[src/rtl/inst_queue_if.sv]
// inst_queue_if: fetch-side write ports, decode-side read ports and status of the instruction queue.
interface inst_queue_if #(parameter int DEPTH = 8);
  localparam int AW = $clog2(DEPTH);
  logic [31:0] in1_pc, in1_npc, in1_inst;
  logic [31:0] in2_pc, in2_npc, in2_inst;
  logic [1:0]  in_issue;
  logic        flush;
  logic        stop;
  logic [31:0] out1_pc, out1_npc, out1_inst;
  logic [31:0] out2_pc, out2_npc, out2_inst;
  logic [1:0]  out_valid;
  logic [1:0]  id_take;
  logic [AW:0] count;
  modport master (
    output in1_pc, in1_npc, in1_inst, in2_pc, in2_npc, in2_inst, in_issue, flush, id_take,
    input  stop, out1_pc, out1_npc, out1_inst, out2_pc, out2_npc, out2_inst, out_valid, count
  );
  modport slave (
    input  in1_pc, in1_npc, in1_inst, in2_pc, in2_npc, in2_inst, in_issue, flush, id_take,
    output stop, out1_pc, out1_npc, out1_inst, out2_pc, out2_npc, out2_inst, out_valid, count
  );
endinterface

[src/rtl/inst_queue.sv]
// inst_queue: dual-slot fetch-to-decode circular instruction queue with flush.
// Define INST_QUEUE_BYPASS_EN to pass instructions straight through an empty queue.
module inst_queue #(parameter int DEPTH = 8) (
  input logic clk,
  input logic rst_n,
  inst_queue_if.slave q
);
  localparam int AW = $clog2(DEPTH);
  typedef struct packed { logic [31:0] pc, npc, inst; } entry_t;
  entry_t        mem_q [DEPTH];
  logic [AW-1:0] head_q, head_d, tail_q, tail_d;
  logic [AW:0]   count_q, count_d;
  entry_t        e0, e1, h0, h1, o0, o1, w0;
  logic [1:0]    n_in, n_take, n_wr, skip, deq, take_eff, valid;
  logic          byp, stop;
  always_comb begin
    e0 = q.in_issue[1] ? {q.in1_pc, q.in1_npc, q.in1_inst} : {q.in2_pc, q.in2_npc, q.in2_inst};
    e1 = {q.in2_pc, q.in2_npc, q.in2_inst};
    n_in = {1'b0, q.in_issue[1]} + {1'b0, q.in_issue[0]};
    h0 = mem_q[head_q];
    h1 = mem_q[head_q + AW'(1)];
`ifdef INST_QUEUE_BYPASS_EN
    byp = (count_q == '0) && !q.flush;
`else
    byp = 1'b0;
`endif
    stop = count_q > (AW+1)'(DEPTH - 2);
    valid = byp ? (n_in == 2'd0 ? 2'b00 : n_in == 2'd1 ? 2'b10 : 2'b11)
                : (count_q >= (AW+1)'(2) ? 2'b11 : count_q == (AW+1)'(1) ? 2'b10 : 2'b00);
    o0 = byp ? e0 : h0;
    o1 = byp ? e1 : h1;
    take_eff = q.id_take & valid;
    n_take = take_eff[1] ? (take_eff[0] ? 2'd2 : 2'd1) : 2'd0;
    // bypassed entries that decode takes this cycle never enter storage
    skip = byp ? n_take : 2'd0;
    deq = byp ? 2'd0 : n_take;
    n_wr = stop ? 2'd0 : n_in - skip;
    w0 = (skip == 2'd0) ? e0 : e1;
    head_d = q.flush ? '0 : head_q + AW'(deq);
    tail_d = q.flush ? '0 : tail_q + AW'(n_wr);
    count_d = q.flush ? '0 : count_q + (AW+1)'(n_wr) - (AW+1)'(deq);
  end
  always_ff @(posedge clk or negedge rst_n) begin
    if (!rst_n) begin
      head_q <= '0;
      tail_q <= '0;
      count_q <= '0;
      for (int i = 0; i < DEPTH; i++) mem_q[i] <= '0;
    end else begin
      head_q <= head_d;
      tail_q <= tail_d;
      count_q <= count_d;
      if (!q.flush && n_wr != 2'd0) mem_q[tail_q] <= w0;
      if (!q.flush && n_wr == 2'd2) mem_q[tail_q + AW'(1)] <= e1;
    end
  end
  assign q.stop = stop;
  assign q.count = count_q;
  assign q.out_valid = valid;
  assign {q.out1_pc, q.out1_npc, q.out1_inst} = o0;
  assign {q.out2_pc, q.out2_npc, q.out2_inst} = o1;
endmodule

[src/flat_wrapper.sv]
// flat-port wrapper written by rule: the top's interface ports become plain ports
module inst_queue_flat 
#(parameter int DEPTH = 8)
  (clk, rst_n, q_in1_pc, q_in1_npc, q_in1_inst, q_in2_pc, q_in2_npc, q_in2_inst, q_in_issue, q_flush, q_id_take, q_stop, q_out1_pc, q_out1_npc, q_out1_inst, q_out2_pc, q_out2_npc, q_out2_inst, q_out_valid, q_count);
  inst_queue_if #(.DEPTH(DEPTH)) q_i ();
  input logic clk;
  input logic rst_n;
  input wire logic [$bits(q_i.in1_pc)-1:0] q_in1_pc;
  input wire logic [$bits(q_i.in1_npc)-1:0] q_in1_npc;
  input wire logic [$bits(q_i.in1_inst)-1:0] q_in1_inst;
  input wire logic [$bits(q_i.in2_pc)-1:0] q_in2_pc;
  input wire logic [$bits(q_i.in2_npc)-1:0] q_in2_npc;
  input wire logic [$bits(q_i.in2_inst)-1:0] q_in2_inst;
  input wire logic [$bits(q_i.in_issue)-1:0] q_in_issue;
  input wire logic [$bits(q_i.flush)-1:0] q_flush;
  input wire logic [$bits(q_i.id_take)-1:0] q_id_take;
  output wire logic [$bits(q_i.stop)-1:0] q_stop;
  output wire logic [$bits(q_i.out1_pc)-1:0] q_out1_pc;
  output wire logic [$bits(q_i.out1_npc)-1:0] q_out1_npc;
  output wire logic [$bits(q_i.out1_inst)-1:0] q_out1_inst;
  output wire logic [$bits(q_i.out2_pc)-1:0] q_out2_pc;
  output wire logic [$bits(q_i.out2_npc)-1:0] q_out2_npc;
  output wire logic [$bits(q_i.out2_inst)-1:0] q_out2_inst;
  output wire logic [$bits(q_i.out_valid)-1:0] q_out_valid;
  output wire logic [$bits(q_i.count)-1:0] q_count;
  assign q_i.in1_pc = q_in1_pc;
  assign q_i.in1_npc = q_in1_npc;
  assign q_i.in1_inst = q_in1_inst;
  assign q_i.in2_pc = q_in2_pc;
  assign q_i.in2_npc = q_in2_npc;
  assign q_i.in2_inst = q_in2_inst;
  assign q_i.in_issue = q_in_issue;
  assign q_i.flush = q_flush;
  assign q_i.id_take = q_id_take;
  assign q_stop = q_i.stop;
  assign q_out1_pc = q_i.out1_pc;
  assign q_out1_npc = q_i.out1_npc;
  assign q_out1_inst = q_i.out1_inst;
  assign q_out2_pc = q_i.out2_pc;
  assign q_out2_npc = q_i.out2_npc;
  assign q_out2_inst = q_i.out2_inst;
  assign q_out_valid = q_i.out_valid;
  assign q_count = q_i.count;
  inst_queue #(.DEPTH(DEPTH)) u_core (.clk(clk), .rst_n(rst_n), .q(q_i));
endmodule
[config.mk]
export PLATFORM = sky130hd
export DESIGN_NAME = inst_queue_flat
export DESIGN_NICKNAME = d
export VERILOG_FILES = /design/src/rtl/inst_queue_if.sv /design/src/rtl/inst_queue.sv /design/src/flat_wrapper.sv
export SDC_FILE = /design/constraint.sdc
export NUM_CORES = 2
export LEC_CHECK = 0
export BUFFER_PORTS_ARGS = -buffer_cell sky130_fd_sc_hd__buf_4
export CAP_MARGIN = 15
export CORE_MARGIN = 2
export CORE_UTILIZATION = 40
export DETAILED_ROUTE_END_ITERATION = 7
export GPL_ROUTABILITY_DRIVEN = 0
export HOLD_SLACK_MARGIN = 0.06
export PLACE_DENSITY_LB_ADDON = 0.2
export SETUP_SLACK_MARGIN = 0.4
export SYNTH_ARGS = -nofsm -noshare
export SYNTH_HDL_FRONTEND = slang
export SYNTH_SLANG_ARGS = --single-unit
export TNS_END_PERCENT = 30
[constraint.sdc]
create_clock -name clk -period 4.25 [get_ports clk]
set_input_delay 0.425 -clock clk [delete_from_list [all_inputs] [get_ports clk]]
set_output_delay 0.425 -clock clk [all_outputs]
set_load 0.03 [all_outputs]
==> impl_metrics.env <==
export IMPL_drv_cap=0
export IMPL_route_met3_wl_microns=20000
export IMPL_power_leakage_nw=25.1
export IMPL_hold_path_cell_count=4
export IMPL_synth_top_family_by_area="multiplexers"
export IMPL_num_rows=134
export IMPL_ys_seq_area_share_pct=36.5
export IMPL_layout_drive_gt1_share_pct=25.9
export IMPL_yosys_area_top_type="dfrtp_1"
export IMPL_rr_startpoint="u_core.q.count[3]"
export IMPL_setup_tns_ps=0
export IMPL_ant_nets=0
export IMPL_syn_inst=5351
export IMPL_cts_tree="done"
export IMPL_ctsRootBufferMaster="clkbuf_16"
export IMPL_dp_cells=6845
export IMPL_synth_edff_count=0
export IMPL_critical_path_max_fanout=36
export IMPL_htreeDepth=3
export IMPL_die_x_microns=369
export IMPL_clock_sinks=778
export IMPL_synth_area_top_cells="dfrtp_1, mux4_2, o31ai_1"
export IMPL_worst_pin_slew_ps=1240
export IMPL_final_util_pct=46.4
export IMPL_viasPerCell=6.93
export IMPL_drc=0
export IMPL_synth_most_common_cell="dfrtp_1"
export IMPL_rsz0062_at_grt="false"
export IMPL_ys_ff_latch=778
export IMPL_wirelength_microns=215000
export IMPL_grt_overflow_total=0
export IMPL_avgSynthCellArea_sq_um=9.98
export IMPL_die_y_microns=369
export IMPL_synth_simple_gate_area_share_pct=14.1
export IMPL_ir_drop_mv=0.859
export IMPL_synthAdderAreaFrac_pct=0.408
export IMPL_cp_arrival_ps=3370
export IMPL_dr_max_layer_used="met5"
export IMPL_yosysTopAreaCellShare_pct=36.5
export IMPL_ys_warnings_count=0
export IMPL_crit_path_frequent_cell="buf_4"
export IMPL_setup_viol=0
export IMPL_finalHoldViolCount=0
export IMPL_yosys_top_cells_count="dfrtp_1, a21oi_1, and3_1, nand3_1, o31ai_1"
export IMPL_required_ps=3830
export IMPL_wire_per_inst_microns=30.1
export IMPL_min_path_type="in -> reg"
export IMPL_grt_pass1_vias=48000
export IMPL_cts_made_buffers=96
export IMPL_place_port_buffers=397
export IMPL_slowest_delay_ps=680
export IMPL_start_util_pct=40.2
export IMPL_slew_viol_final=0
export IMPL_path_cells="buf_4 -> buf_4 -> mux4_2 -> mux2_2 -> buf_4"
export IMPL_skew_ps=23.0
export IMPL_drt_pass1_iterations=6
export IMPL_synth_compound_area_share_pct=20.6
export IMPL_critical_path_class="reg -> out"
export IMPL_post_synth_mux_area_share_pct=22.0
export IMPL_synth_nets=5565
export IMPL_ios=398
export IMPL_core_sq_um=133000
export IMPL_dieArea_sq_um=136000
export IMPL_slowest_stage="buf_4"
export IMPL_cts_buffer_depth=3
export IMPL_dpl_hpwl_microns=115000
export IMPL_hold_end="u_core.head_q[1]"
export IMPL_antenna_found_initial=12
export IMPL_power_density_nw_per_um2=841
export IMPL_cts_reportedPaths_clkPinSlew_ps=60
export IMPL_worstReg2RegEnd="u_core.mem_q[698]"
export IMPL_worstSkewPairLatency_ps=710
export IMPL_wl_met2_microns=97400
export IMPL_wl_met1_microns=88300
export IMPL_grt_pass1_wl_microns=322000
export IMPL_synth_cell_type_count=39
export IMPL_max_freq_ghz=0.264
export IMPL_status="finished, final reports clean"
export IMPL_synth_flop_cell="dfrtp_1"
export IMPL_synth_xor_area_share_pct=0.115
export IMPL_num_vias=49300
export IMPL_start_kind="flop"
export IMPL_synthArstFlopShare_pct=100
export IMPL_maxSlewHeadroom_pct=17.6
export IMPL_min_period_ps=3790
export IMPL_layout_cells_non_filler=7123
export IMPL_end_kind="primary output"
export IMPL_reg2regPathDepth=8
export IMPL_grt_max_degree=193
export IMPL_drt_initial_drc_count=6592
export IMPL_hold_start="q_id_take[0]"
export IMPL_grtUsageTotal_pct=30.7
export IMPL_fin_nets=5492
export IMPL_r2r_slack_ps=920
export IMPL_synth_area_sq_um=53400
export IMPL_hold_ws_ps=247
export IMPL_min_period_over_period_pct=89.3
export IMPL_syn2layout_area_growth_pct=15.5
-- worst max path at each step --
stage                         to  slack (ps)             start
6_report           q_out1_pc[16]         460  u_core.head_q[1]
5_1_grt          q_out1_inst[11]         420  u_core.head_q[0]
4_1_cts          q_out1_inst[11]         480  u_core.head_q[0]
3_5_place_dp   u_core.mem_q[518]         830     q_in_issue[1]
3_3_place_gp   u_core.mem_q[518]         880     q_in_issue[1]
2_1_floorplan    q_out2_inst[10]        1310  u_core.head_q[1]
-- metrics by stage --
step / instance area [sq um] / setup WS, ps / total power [mW]
CTS: 61700 / 476 / 51.7
finish: 61700 / 456 / 51.9
detailed placement: 57400 / 834 / 42.9
global placement: 57400 / 877 / 42.4
global route: 61700 / 415 / 54.1
floorplan: 53400 / 1310 / 32.7
-- critical path: cells and delay by family (launching register included) --
family / cells / cell delay (ps)
buffers and inverters: 3 / 1380
muxes: 2 / 760
DFF: 1 / 460
-- state kept, by name (all words and copies together), names as in the netlist --
name            flops
u_core.tail_q       3
u_core.q.count      4
u_core.head_q       3
u_core.mem_q      768
-- cells by family (layout without fill, tap and decap cells) --
logic type / Yosys count / count (layout)
xor gates and xnor gates: 7 / 7
buffers and inverters: 816 / 817
and+or+nand+nor: 1363 / 1363
DFF: 778 / 778
AOI/OAI and AO/OA: 1700 / 1700
adders and majority gates: 15 / 15
other: 0 / 3
muxes: 672 / 672
-- area by class of cell --
class                   count  area (sq um)
clock buffers             149          2910
fillers                 12200         71300
repair buffers            632          6010
diodes                      3          7.51
inverters                  13          48.8
clock inverters            23           309
multi-input cells        3757         30700
well taps                1768          2210
flip-flops and latches    778         19500
-- cell usage in the layout, fill, tap and decap left out, types with 13 or more instances in the layout --
| cell | count |
|---|---|
| dfrtp_1 | 775 |
| a21oi_1 | 770 |
| nand3_1 | 615 |
| and3_1 | 614 |
| o31ai_1 | 613 |
| buf_4 | 451 |
| mux4_2 | 384 |
| mux2_2 | 192 |
| nand2_1 | 100 |
| clkbuf_16 | 98 |
| dlygate4sd3_1 | 98 |
| mux2i_1 | 96 |
| a31o_2 | 96 |
| buf_12 | 80 |
| o21ai_0 | 71 |
| a32o_1 | 59 |
| o2bb2ai_1 | 59 |
| clkbuf_8 | 28 |
| o21ai_1 | 25 |
| clkbuf_1 | 24 |
| inv_1 | 13 |
| clkinv_2 | 13 |
-- what timing repair did --
item,in CTS,in global routing
setup endpoints to repair,20,0
hold buffers,98,0
buffers inserted,5,0
resized for setup,1,0
endpoints found under the hold margin,846,0
-- report_power, final --
| group | internal (mW) | switching (mW) |
|---|---|---|
| logic | 12.4 | 17.3 |
| registers | 10.8 | 2.76 |
| clock network | 5.10 | 3.52 |
-- routing by layer --
layer | track usage, % | vias up
li1 | - | 20600
met1 | 42.6 | 25500
met2 | 46.7 | 2801
met3 | 6.07 | 437
met4 | 13.0 | 14
met5 | 0 | -
(Power assumes the default switching activity.)
